==> config.mk <==
export PLATFORM = sky130hd
export DESIGN_NAME = game_control
export DESIGN_NICKNAME = d
export VERILOG_FILES = /design/src/rtl/game_control.sv
export SDC_FILE = /design/constraint.sdc
export NUM_CORES = 1
export LEC_CHECK = 0
export BUFFER_PORTS_ARGS = -buffer_cell sky130_fd_sc_hd__buf_2
export CORE_ASPECT_RATIO = 1.25
export CORE_MARGIN = 5
export CORE_UTILIZATION = 57
export DETAILED_ROUTE_END_ITERATION = 8
export PLACE_DENSITY_LB_ADDON = 0.12
export SLEW_MARGIN = 25
export SYNTH_ARGS = -nofsm -noshare
export SYNTH_HDL_FRONTEND = slang
export SYNTH_SLANG_ARGS = --single-unit
==> constraint.sdc <==
create_clock -name clk -period 3.8 [get_ports clk]
set_input_delay 0.19 -clock clk [delete_from_list [all_inputs] [get_ports clk]]
set_output_delay 0.19 -clock clk [all_outputs]
set_load 0.01 [all_outputs]
==> src/rtl/game_control.sv <==
// game_control: round sequencer for the tile-memory game. Plays back the
// stored sequence, then drives the player stage through playerEN/checkEN
// and advances, wins or loses on its results.
module game_control #(
    parameter int SHOW_CYCLES = 25000000,
    parameter int GAP_CYCLES  = 12500000,
    parameter int MAX_LEN     = 9
) (
    input  logic        clk,
    input  logic        reset,
    input  logic        start,
    input  logic [17:0] seq,
    input  logic [3:0]  KEY,
    input  logic        player_input,
    input  logic        check,
    output logic        playerEN,
    output logic        checkEN,
    output logic [5:0]  seq_counter,
    output logic        show_en,
    output logic [1:0]  show_tile,
    output logic [3:0]  round_len,
    output logic        win,
    output logic        lose
);
    localparam int MAX_CYC = (SHOW_CYCLES > GAP_CYCLES) ? SHOW_CYCLES : GAP_CYCLES;
    localparam int TW      = $clog2(MAX_CYC) + 1;
    localparam logic [TW-1:0] SHOW_LAST = TW'(SHOW_CYCLES - 1);
    localparam logic [TW-1:0] GAP_LAST  = TW'(GAP_CYCLES - 1);
    localparam logic [3:0]    LEN_MAX   = 4'(MAX_LEN);

    typedef enum logic [3:0] {
        S_IDLE, S_SHOW_ON, S_SHOW_OFF, S_RELEASE, S_WAIT_INPUT,
        S_CHECK, S_EVAL, S_WIN, S_LOSE
    } state_t;

    state_t        state, state_n;
    logic [TW-1:0] timer;
    logic [5:0]    cnt_n;
    logic [3:0]    len_n;
    // Set for the dark gap that precedes a replay; that gap ends into tile 0
    // instead of advancing the tile index.
    logic          lead_gap, lead_n;
    logic          cnt_last;

    // tile i = {seq[2i], seq[2i+1]}, index decoded without out-of-range selects
    function automatic logic [1:0] tile_at(logic [17:0] s, logic [5:0] idx);
        logic [1:0] t;
        t = 2'b00;
        for (int i = 0; i < 9; i++)
            if (idx == 6'(i)) t = {s[2*i], s[2*i+1]};
        return t;
    endfunction

    assign cnt_last = (seq_counter == ({2'b00, round_len} - 6'd1));

    // Outputs decode purely from the state register
    assign show_en  = (state == S_SHOW_ON);
    assign playerEN = (state == S_WAIT_INPUT);
    assign checkEN  = (state == S_CHECK);
    assign win      = (state == S_WIN);
    assign lose     = (state == S_LOSE);

    // Next-state, tile index and round length
    always_comb begin
        state_n = state;
        cnt_n   = seq_counter;
        len_n   = round_len;
        lead_n  = lead_gap;
        case (state)
            S_IDLE, S_WIN, S_LOSE: begin
                if (start) begin
                    state_n = S_SHOW_ON;
                    cnt_n   = 6'd0;
                    len_n   = 4'd1;
                    lead_n  = 1'b0;
                end
            end
            S_SHOW_ON: begin
                if (timer == SHOW_LAST) state_n = S_SHOW_OFF;
            end
            S_SHOW_OFF: begin
                if (timer == GAP_LAST) begin
                    if (lead_gap) begin
                        state_n = S_SHOW_ON;
                        lead_n  = 1'b0;
                    end else if (cnt_last) begin
                        state_n = S_RELEASE;
                        cnt_n   = 6'd0;
                    end else begin
                        state_n = S_SHOW_ON;
                        cnt_n   = seq_counter + 6'd1;
                    end
                end
            end
            S_RELEASE: begin
                if (KEY == 4'hF) state_n = S_WAIT_INPUT;
            end
            S_WAIT_INPUT: begin
                if (player_input) state_n = S_CHECK;
            end
            S_CHECK: state_n = S_EVAL;
            S_EVAL: begin
                if (!check) begin
                    state_n = S_LOSE;
                end else if (!cnt_last) begin
                    state_n = S_RELEASE;
                    cnt_n   = seq_counter + 6'd1;
                end else if (round_len == LEN_MAX) begin
                    state_n = S_WIN;
                end else begin
                    state_n = S_SHOW_OFF;
                    len_n   = round_len + 4'd1;
                    cnt_n   = 6'd0;
                    lead_n  = 1'b1;
                end
            end
            default: state_n = S_IDLE;
        endcase
    end

    // State, timer (cleared on every state entry) and registered tile output
    always_ff @(posedge clk) begin
        if (reset) begin
            state       <= S_IDLE;
            timer       <= '0;
            seq_counter <= '0;
            round_len   <= '0;
            lead_gap    <= 1'b0;
            show_tile   <= 2'b00;
        end else begin
            state       <= state_n;
            seq_counter <= cnt_n;
            round_len   <= len_n;
            lead_gap    <= lead_n;
            if (state_n != state)
                timer <= '0;
            else if (state == S_SHOW_ON || state == S_SHOW_OFF)
                timer <= timer + TW'(1);
            show_tile <= (state_n == S_SHOW_ON) ? tile_at(seq, cnt_n) : 2'b00;
        end
    end
endmodule
==> metrics <==
layout cells sized above 1=0.2178; Synth Area in Compound Gates=0.1644; routed via count=2600; clk buf depth=2; Pwr Total=0.0009227 W; clk_lat worst skew=300 ps; Worst EP required=3980 ps; gr ovfl total=0; Placer Congestion=0.9561; Critical Path Start Type=register; most frequent cells in the layout=nor2_1 (58), buf_2 (43), dfxtp_1 (43); Antenna Nets Post-Route=0; Synth Net Count=372; max-slew violations=0; H-tree levels=2; largest family of logic cells by synthesized area=simple AND/OR/NAND/NOR gates; top cell type's share of synthesized area=0.3065; Worst Hold Class=input port to register; CP Data Arrival Time=3490 ps; worst-margin pin slew=669.1 ps; total track usage=0.2180; total I/O pin count=44; post-route cell area=3174 um2; Area Growth Syn to Fin=13.01%; clk root buf=clkbuf_8; vias per inst=5.896; RR Endpoint=show_tile[0]$_SDFF_PP0_; n_diodes=0; ys flop type=dfxtp_1; routed len/inst=14.73 um; final wirelength=6.495 mm; Gate Count Post-Synth=340; DRT Pass-1 Iters=4; post-cts resize count=0; Async S/R FF share, synth=0; largest net degree at the start of global routing=27; PnR worst setup slack=491.2 ps; Max IR drop VDD=0.2630 mV; Yosys reg bits=43; Netlist Area Pre-Place=2809 um2; Max Fanout on Critical Path=10; WHS Endpoint=show_tile[0]$_SDFF_PP0_; f_max=302.2 MHz; commonest non-fill, non-tap cell in the layout=nor2_1; IO Port Bufs=43; post-route minimum period=3309 ps; Setup Viol. Count Final=0; synth warn=0; Hold Vio Cnt, Final=0; die height=88.49 um; Die ar.=6441 um2; # DRC=0; Area after DPL=3057 um2; leakage=1.223 nW; initial antenna violation count=0; RR Startpoint=round_len[0]$_SDFFE_PP0P_; element type at the critical path end=register; Synth Area in Simple Gates=0.3421; hold path startpoint=seq[17]; critical path class=register to register; Post-synth EDFFs=0; Final nets=412; Reg clk slew, reported paths=80 ps; max cap viols=0; r2r worst-path depth=11; Synth area leader=dfxtp_1; Detail Placement HPWL=4.790 mm; CTS tree=built; Die X=72.79 um; first-pass GRT wire length=11.31 mm; reg2reg setup slack=490 ps; Rel. slew slack=0.5521; postcts setup bufs=0; initial drt markers=121; synthesized area per cell=8.262 um2; Layout Skew=3.898 ps; row cnt=28; sequential area share after synthesis=0.3065; XOR/XNOR Fraction of Synth Area=0.1140; Core ar.=4765 um2; worst hold stages=3; RSZ-0062 raised after global routing=no; total negative slack=0 ps; Num CTS Buffers=5; run status=complete, no violations; Netlist cell types=69; Setup WS pre-CTS=491.0 ps; ranking of synthesized cells by area=dfxtp_1 (31%), nor2_1 (7.8%), xor2_1 (6.9%); Initial Util=0.5895; post-synthesis mux area share=0.01559; vias in the first global route=2506; adder-cell share of the synthesized area=0.02227; CTS Sinks=43; PwrDens=290.7 nW/um2; hold-fix buffers at CTS=0; Tcrit/Tclk final=0.8707
[layout make-up]
type	count	area (um2)
Tap cell	60	75.07
Timing Repair Buffer	46	237.7
Clock inverter	2	35.03
Sequential cell	43	860.8
Fill cell	433	1590
Clock buffer	6	82.58
Inverter	9	33.78
Multi-Input combinational cell	275	1849
[critical path: stages (launching register included)]
cell and delay [ps]:
dfxtp_1 470, inv_1 100, ha_1 340, xnor2_1 140
a211oi_2 230, and3_1 250, nor4b_4 590, o21ai_2 240
nand2_1 180, mux4_2 500, nand2_1 80, a31oi_1 80
[power breakdown]
part / switching (W) / internal, W
clock: 0.000162 / 0.000213
combinational: 0.0000529 / 0.0000364
sequential: 0.00000443 / 0.000455
total: 0.000219 / 0.000704
[cell families (layout without fill, tap and decap cells)]
logic type      Yosys count  count (layout)
simple gates            175             175
compound gates           57              57
flops                    43              43
xor+xnor                 35              35
buf+inv                  22              63
fa+ha+maj                 5               5
mux                       3               3
[registers in the layout, indices dropped and copies added, names as in the netlist]
| signal | flops |
|---|---|
| round_len | 4 |
| lead_gap | 1 |
| timer | 26 |
| state | 4 |
| seq_counter | 6 |
| show_tile | 2 |
[metal layers]
layer,GRT usage,share of wire,vias up
met2,0.3933,0.52,79
met1,0.2498,0.41,1214
li1,-,-,1294
met4,0.09060,0.020,0
met3,0.04091,0.049,13
met5,0,0,-
[cell usage after synthesis, types with 2 or more instances]
| cell type | n |
|---|---|
| nor3b_1 | 4 |
| nand3b_1 | 3 |
| a21oi_1 | 17 |
| inv_1 | 8 |
| nand4_1 | 10 |
| o211ai_1 | 2 |
| xor2_1 | 22 |
| nor2_1 | 58 |
| a32oi_1 | 3 |
| a211oi_2 | 3 |
| nand4bb_1 | 2 |
| nand4b_1 | 2 |
| and3_1 | 5 |
| or3_1 | 2 |
| nor4_1 | 3 |
| and3_2 | 2 |
| buf_6 | 2 |
| nor4b_4 | 2 |
| nand2b_1 | 3 |
| ha_1 | 5 |
| nor3_1 | 11 |
| and2_4 | 2 |
| xnor2_1 | 12 |
| and4_1 | 5 |
| a21o_1 | 2 |
| o22ai_1 | 2 |
| or2_2 | 3 |
| clkbuf_1 | 10 |
| o31ai_2 | 2 |
| o21ai_0 | 7 |
| nand3_1 | 17 |
| dfxtp_1 | 43 |
| nor2b_1 | 2 |
| nand2_1 | 29 |
[per-stage QoR]
| stage | instances | hold WS, ps | utilization |
|---|---|---|---|
| 2_1_floorplan | 340 | 269.3 | - |
| 3_3_place_gp | 433 | 453.9 | 0.6415 |
| 3_5_place_dp | 433 | 468.4 | 0.6415 |
| 4_1_cts | 441 | 145.6 | 0.6662 |
| 5_1_grt | 441 | 164.3 | 0.6662 |
| 6_report | 441 | 151.5 | 0.6662 |
[worst max-delay path by stage]
| stage | endpoint | start | slack [ps] |
|---|---|---|---|
| floorplan | show_tile[0]$_SDFF_PP0_ | round_len[0]$_SDFFE_PP0P_ | 770 |
| global placement | show_tile[0]$_SDFF_PP0_ | round_len[0]$_SDFFE_PP0P_ | 630 |
| detailed placement | show_tile[0]$_SDFF_PP0_ | round_len[0]$_SDFFE_PP0P_ | 490 |
| CTS | show_tile[0]$_SDFF_PP0_ | round_len[0]$_SDFFE_PP0P_ | 480 |
| global route | show_tile[0]$_SDFF_PP0_ | round_len[0]$_SDFFE_PP0P_ | 200 |
| finish | show_tile[0]$_SDFF_PP0_ | round_len[0]$_SDFFE_PP0P_ | 490 |
Note: power is estimated with default switching activity, not from simulation.
